`src/rtl/pipelined_cla_adder.sv`:
```
// Pipelined carry-lookahead adder/subtractor with a valid/ready stream interface.
// The WIDTH-bit operation is split into WIDTH/GROUP lookahead groups. Each
// pipeline stage resolves one group. The group carry is registered between
// stages, and the not-yet-consumed operand slices are skewed forward.
module pipelined_cla_adder #(
  parameter int WIDTH = 16,
  parameter int GROUP = 4
) (
  input  logic             clk,
  input  logic             rst_n,
  input  logic             in_valid,
  output logic             in_ready,
  input  logic [WIDTH-1:0] A,
  input  logic [WIDTH-1:0] B,
  input  logic             cin,
  input  logic             sub,
  output logic             out_valid,
  input  logic             out_ready,
  output logic [WIDTH-1:0] Y,
  output logic             cout,
  output logic             ovf
);

  localparam int NSTAGE = WIDTH / GROUP;

  if (GROUP < 1 || GROUP > 8 || (WIDTH % GROUP) != 0) begin : g_param_check
    $error("pipelined_cla_adder: WIDTH must be a multiple of GROUP, GROUP in 1..8");
  end

  // Two-level lookahead carries for one group: every carry is a flat
  // sum of products of g/p and the group carry-in, so nothing ripples.
  function automatic logic [GROUP:0] cla_carries(input logic [GROUP-1:0] g,
                                                 input logic [GROUP-1:0] p,
                                                 input logic             c0);
    logic [GROUP:0] c;
    logic           term;
    c    = '0;
    c[0] = c0;
    for (int i = 0; i < GROUP; i++) begin
      term = c0;
      for (int j = 0; j <= i; j++) term = term & p[j];
      c[i+1] = term;
      for (int j = 0; j <= i; j++) begin
        term = g[j];
        for (int m = j + 1; m <= i; m++) term = term & p[m];
        c[i+1] = c[i+1] | term;
      end
    end
    return c;
  endfunction

  logic              en;
  logic [NSTAGE-1:0] vld_p;
  logic [WIDTH-1:0]  b_eff;
  logic              c0;

  // Global stall: every stage moves only when the output slot can be freed.
  // in_ready is therefore combinational from out_ready.
  assign en       = !out_valid || out_ready;
  assign in_ready = en;

  // Subtract is A + ~B + 1. cin only matters for add.
  assign b_eff = sub ? ~B : B;
  assign c0    = sub | cin;

  // Valid bits shift with the data; a bubble enters when in_valid is low.
  always_ff @(posedge clk or negedge rst_n) begin
    if (!rst_n)  vld_p <= '0;
    else if (en) vld_p <= NSTAGE'({vld_p, in_valid});
  end

  for (genvar k = 0; k < NSTAGE; k++) begin : stage
    localparam int LO   = k * GROUP;
    localparam int HI_W = WIDTH - LO - GROUP;

    logic [GROUP-1:0]    a_s;
    logic [GROUP-1:0]    b_s;
    logic [GROUP-1:0]    s;
    logic [GROUP:0]      c;
    logic                c_i;
    logic                vld_i;
    logic [LO+GROUP-1:0] y_n;
    logic [LO+GROUP-1:0] y_p;
    logic                c_p;

    if (k == 0) begin : g_src
      assign a_s   = A[GROUP-1:0];
      assign b_s   = b_eff[GROUP-1:0];
      assign c_i   = c0;
      assign vld_i = in_valid;
      assign y_n   = s;
    end else begin : g_src
      assign a_s   = stage[k-1].g_ops.a_p[GROUP-1:0];
      assign b_s   = stage[k-1].g_ops.b_p[GROUP-1:0];
      assign c_i   = stage[k-1].c_p;
      assign vld_i = vld_p[k-1];
      assign y_n   = {s, stage[k-1].y_p};
    end

    assign c = cla_carries(a_s & b_s, a_s ^ b_s, c_i);
    assign s = a_s ^ b_s ^ c[GROUP-1:0];

    if (k == NSTAGE - 1) begin : g_out
      logic ovf_p;
      // Output stage: full result, carry out and overflow (carry into MSB vs out of MSB).
      always_ff @(posedge clk or negedge rst_n) begin
        if (!rst_n) begin
          y_p   <= '0;
          c_p   <= 1'b0;
          ovf_p <= 1'b0;
        end else if (en && vld_i) begin
          y_p   <= y_n;
          c_p   <= c[GROUP];
          ovf_p <= c[GROUP] ^ c[GROUP-1];
        end
      end
    end else begin : g_mid
      // Intermediate stage: partial sum and group carry, loaded only for live data.
      always_ff @(posedge clk) begin
        if (en && vld_i) begin
          y_p <= y_n;
          c_p <= c[GROUP];
        end
      end
    end

    if (k < NSTAGE - 1) begin : g_ops
      logic [HI_W-1:0] a_p;
      logic [HI_W-1:0] b_p;
      logic [HI_W-1:0] a_hi;
      logic [HI_W-1:0] b_hi;
      if (k == 0) begin : g_hi
        assign a_hi = A[WIDTH-1:GROUP];
        assign b_hi = b_eff[WIDTH-1:GROUP];
      end else begin : g_hi
        assign a_hi = stage[k-1].g_ops.a_p[HI_W+GROUP-1:GROUP];
        assign b_hi = stage[k-1].g_ops.b_p[HI_W+GROUP-1:GROUP];
      end
      // Skew the higher operand slices forward for the later groups.
      always_ff @(posedge clk) begin
        if (en && vld_i) begin
          a_p <= a_hi;
          b_p <= b_hi;
        end
      end
    end
  end

  // stage boundary: output registers
  assign out_valid = vld_p[NSTAGE-1];
  assign Y         = stage[NSTAGE-1].y_p;
  assign cout      = stage[NSTAGE-1].c_p;
  assign ovf       = stage[NSTAGE-1].g_out.ovf_p;

endmodule

```
`config.mk`:
```
export PLATFORM = sky130hd
export DESIGN_NAME = pipelined_cla_adder
export DESIGN_NICKNAME = d
export VERILOG_FILES = /design/src/rtl/pipelined_cla_adder.sv
export SDC_FILE = /design/constraint.sdc
export NUM_CORES = 1
export LEC_CHECK = 0
export ABC_AREA = 1
export BUFFER_PORTS_ARGS = -buffer_cell sky130_fd_sc_hd__buf_2
export CAP_MARGIN = 20
export CELL_PAD_IN_SITES_DETAIL_PLACEMENT = 0
export CELL_PAD_IN_SITES_GLOBAL_PLACEMENT = 1
export CORE_MARGIN = 2
export CORE_UTILIZATION = 49
export CTS_BUF_LIST = sky130_fd_sc_hd__clkbuf_8
export CTS_CLUSTER_SIZE = 16
export DETAILED_ROUTE_END_ITERATION = 6
export GPL_ROUTABILITY_DRIVEN = 0
export GPL_TIMING_DRIVEN = 0
export PLACE_DENSITY = 0.87
export SLEW_MARGIN = 0
export SYNTH_ARGS = -nofsm -noshare
export SYNTH_HDL_FRONTEND = slang
export SYNTH_SLANG_ARGS = --single-unit
```
`constraint.sdc`:
```
create_clock -name clk -period 2.59 [get_ports clk]
set_input_delay 0 -clock clk [delete_from_list [all_inputs] [get_ports clk]]
set_output_delay 0 -clock clk [all_outputs]
set_load 0.02 [all_outputs]
```
# == Word level (Yosys, flattened, before mapping) ==
# Cells that the tools add are included.
# op_classes
addsub,0
mul,0
n_div,0
order_cmp,0
eq_ne,0
n_shift,0
n_mux,1
bitwise_logic,95
reduce_logical,6
# op_table
operator,count
OR 1 bit,41
bitwise AND 1 bit,40
bitwise XOR 4 bit,8
bitwise AND 4 bit,4
two-way mux 16 bit,1
NOT 16 bit,1
logical AND 1 bit,4
zero test 1 bit,1
logical OR 1 bit,1
bitwise XOR 1 bit,1
# totals
ff_bits,97
latch_bits,0
mem_bits_rw,0
mem_bits_ro,0
input_bits,38
word_cells,118
memories,0

# == Longest topological paths before layout ==
# depth
word_depth,11
mapped_depth,10
ltp_nobuf,9

# == Worst setup path before layout ==
# Ideal clock, no wire load.
# synth_path
kind,reg-to-reg
startpoint,register vld_p[3]
endpoint,register stage[1].c_p (enable)
setup_time_ns,0.408
arrival_ns,1.711
t_required_ns,2.182
setup_slack_ns,0.471
stages_incl_launch_ff,4
n_path_buf,0
synth_period_minus_slack_ns,2.119
cell_sequence,dfrtp_1 inv_1 nor2_4 nor2_1
# synth_via
elab_chain_len,3
# synth_rtl
element,line,rtl
from (decl),53,logic [NSTAGE-1:0] vld_p;
from (signal assigned),69,"else if (en) vld_p <= NSTAGE'({vld_p, in_valid});"
zero test 1 bit,59,assign en = !out_valid || out_ready;
logical OR 1 bit,59,
logical AND 1 bit,120,if (en && vld_i) begin
to (signal assigned),122,c_p <= c[GROUP];
to (decl),84,logic c_p;
# No other way between the ends.
# A chain may end at the register's enable or synchronous reset.

# == Worst setup path after layout ==
# layout_path
startpoint,register stage[0].g_ops.a_p[0]
endpoint,register stage[1].c_p (data pin)
# layout_via
elab_chain_len,9
# layout_rtl
element,line,rtl
from (decl),128,logic [HI_W-1:0] a_p;
from (signal assigned),142,a_p <= a_hi;
bitwise XOR 4 bit,100,"assign c = cla_carries(a_s & b_s, a_s ^ b_s, c_i);"
bitwise AND 1 bit (4 in series),41,for (int j = 0; j <= i; j++) term = term & p[j];
OR 1 bit (*) (4 in series),46,c[i+1] = c[i+1] | term;
named net stage[1].c[4],79,logic [GROUP:0] c;
# Mark *: on every way through the listed nets, which the timed path passes. The rest lies on a longest branch.

==> results.sh <==
export IMPL_status="finished, final reports clean"
export IMPL_worstSetupStartpointType="flop"
export IMPL_hold_class="in2reg"
export IMPL_period_share_pct=65.7
export IMPL_tns_ns=0
export IMPL_grt_max_degree=30
export IMPL_p_int_w=0.00337
export IMPL_start_util_pct=51.0
export IMPL_fmax_mhz=587
export IMPL_power_frac_seq_pct=49.7
export IMPL_syn_avg_cell_area_sq_um=14.7
export IMPL_synth_nets=331
export IMPL_crit_required_ns=2.70
export IMPL_syn_area_sq_um=3960
export IMPL_port_buffers=56
export IMPL_drv_slew=0
export IMPL_synth_simple_area_share_pct=8.91
export IMPL_synth_area_mux_share_pct=0
export IMPL_grt_pass1_wl_mm=9.23
export IMPL_relSlewSlack_pct=68.7
export IMPL_critical_path_max_fanout=2
export IMPL_fin_worst_skew_ns=0.0106
export IMPL_cts_buffers=9
export IMPL_ys_seq_area_share_pct=70.8
export IMPL_synth_top_family_by_area="simple AND/OR/NAND/NOR gates"
export IMPL_highest_layer="met4"
export IMPL_drcViolationCount=0
export IMPL_synth_common_cells="edfxtp_1 (75), nand2_1 (56), inv_1 (24)"
export IMPL_gr_usage_all_layers_pct=14.0
export IMPL_max_vdd_ir_drop_mv=0.346
export IMPL_tritoncts="yes"
export IMPL_met1_length_mm=2.46
export IMPL_synth_top_area_share_pct=56.9
export IMPL_synth_cells=269
export IMPL_path_clk_slew_ns=0.09
export IMPL_first_iter_violations=76
export IMPL_synth_area_leaders="edfxtp_1 (57%), dfrtp_1 (14%), ha_1 (6.3%)"
export IMPL_ant_nets=0
export IMPL_cts_sinks=97
export IMPL_holdPathStages=2
export IMPL_met2RoutedLength_mm=2.63
export IMPL_synth_flop_cell="edfxtp_1"
export IMPL_end_kind="flop"
export IMPL_viasPerCell=4.41
export IMPL_dpl_hpwl_mm=3.91
export IMPL_die_area_sq_um=8820
export IMPL_worst_slew_pin_slew_ns=0.469
export IMPL_synth_cell_types=24
export IMPL_clock_latency_ns=0.35
export IMPL_maxCapViolations=0
export IMPL_synth_xor_area_share_pct=5.75
export IMPL_finalPower_w=0.00488
export IMPL_setup_viol=0
export IMPL_yosysMostFrequentCell="edfxtp_1"
export IMPL_die_y_um=93.9
export IMPL_synth_top_area_cell="edfxtp_1"
export IMPL_clkPwrFrac_pct=20.0
export IMPL_drt_total_wl_mm=5.49
export IMPL_cp_arrival_ns=1.82
export IMPL_synth_enable_flop_cells=75
export IMPL_instances_no_fill=472
export IMPL_period_needed_ns=1.70
export IMPL_dr_wl_met3_um=248
export IMPL_n_antenna_cell=0
export IMPL_leakage_nw=2.16
export IMPL_dr_total_vias=2080
export IMPL_nets=427
export IMPL_coreArea_sq_um=7770
export IMPL_ys_warnings_count=0
export IMPL_h_tree_depth=3
export IMPL_boundaryPins=58
export IMPL_critical_path_class="reg2reg"
export IMPL_p_switching_w=0.00150
export IMPL_ctsLongestPathBuffers=2
export IMPL_synth_async_reset_ratio_pct=22.7
export IMPL_die_w_um=93.9
export IMPL_finalHoldViolCount=0
export IMPL_synthAdderAreaFrac_pct=8.34
export IMPL_synthToLayoutAreaGrowth_pct=23.9
export IMPL_core_rowCount=32
export IMPL_synth_compound_area_share_pct=2.24
export IMPL_first_global_vias=2003
export IMPL_cts_setup_buffers=0
export IMPL_r2r_cells=7
export IMPL_switching_share_pct=30.9
export IMPL_rsz0062_at_grt="false"
export IMPL_placed_cells=429
export IMPL_root_buffer="clkbuf_8"
export IMPL_antenna_found_initial=0
export IMPL_p_comb_share_pct=30.2
export IMPL_overflow=0
export IMPL_wl_per_cell_um=11.6
export IMPL_ys_ff_latch=97
export IMPL_power_density_nw_per_um2=994
export IMPL_drive_above_1_share_pct=24.9
export IMPL_first_pass_iters=4
repair_timing:
action	CTS	global route
gates resized for setup	0	0
hold endpoints to repair	47	0
hold buffers	26	0
stage by stage:
stage / setup WS, ns / cell area (sq um) / util (%) / hold slack, ns
after CTS: 0.595 / 4880 / 62.8 / 0.0248
after global placement: 0.168 / 4370 / 56.2 / -0.0274
after floorplan: 0.471 / 3960 / - / -0.296
final: 0.887 / 4910 / 63.2 / 0.0480
after global routing: 0.748 / 4910 / 63.2 / 0.0476
after detailed placement: 0.611 / 4420 / 56.8 / -0.0180
power by group through the flow:
stage                     sequential [W]  combinational [W]  clock [W]
after floorplan                  0.00261           0.000843          0
after global placement           0.00245            0.00134          0
after detailed placement         0.00247            0.00145          0
after CTS                        0.00244            0.00148    0.00101
after global routing             0.00248            0.00165    0.00108
final                            0.00242            0.00147   0.000978
critical path, cell delays in order (launching register included):
cell and delay (ns):
edfxtp_1 0.43, ha_1 0.32, ha_1 0.18, o21ai_0 0.13
nand2_1 0.10, nand2_1 0.07, nand2_1 0.07, a21o_1 0.16
layer usage:
metal / track usage (%) / vias up
met2: 21.8 / 53
li1: - / 1090
met5: 0 / -
met3: 3.21 / 12
met1: 18.0 / 925
met4: 8.33 / 0
path summary, 6_finish.rpt:
kind	startpoint	end	slack [ns]
setup / recovery	stage[0].g_ops.a_p[0]$_DFFE_PP_	stage[1].c_p$_DFFE_PP_	0.89
hold / removal	sub	stage[0].g_ops.b_p[0]$_DFFE_PP_	0.05
setup reg to reg	stage[0].g_ops.a_p[0]$_DFFE_PP_	stage[1].c_p$_DFFE_PP_	0.89
hold reg to reg	stage[1].g_ops.b_p[4]$_DFFE_PP_	stage[2].g_ops.b_p[0]$_DFFE_PP_	0.42
max in group asynchronous	rst_n	Y[13]$_DFFE_PN0P_	2.13
min in group asynchronous	rst_n	Y[4]$_DFFE_PN0P_	0.13
cells by family after synthesis:
| kind of cell | count (synthesis) |
|---|---|
| XOR/XNOR | 26 |
| AND/OR/NAND/NOR | 78 |
| buffers and inverters | 31 |
| flip-flops | 97 |
| AO/OA/AOI/OAI | 13 |
| adder cells (fa/ha/maj) | 24 |
cell usage in the layout (no fill, tap or decap), types with 3 or more instances in the layout:
master / n
nand2_2: 8
ha_1: 20
edfxtp_1: 75
buf_2: 56
xnor2_1: 3
o21ai_0: 5
clkbuf_8: 9
dfrtp_1: 22
o21ai_2: 3
dlygate4sd3_1: 26
fa_1: 4
xor2_1: 23
nand3_1: 5
nand2_1: 56
a21o_1: 3
inv_1: 27
state kept, by name (all words and copies together) (netlist names):
name             flops
stage.g_ops.a_p     24
stage.g_ops.b_p     24
stage.y_p           24
Y                   16
vld_p                4
stage.c_p            3
cout                 1
ovf                  1
final cells by class:
class                   instances  area [sq um]
clock inverters                 7          78.8
flip-flops and latches         97          2800
clock buffers                   9           124
fillers                       603          2860
repair buffers                 85           611
well taps                     102           128
multi-input cells             141          1000
inverters                      26           100
plain buffers                   5          57.6
No activity file was read; power rests on OpenSTA's default activity.
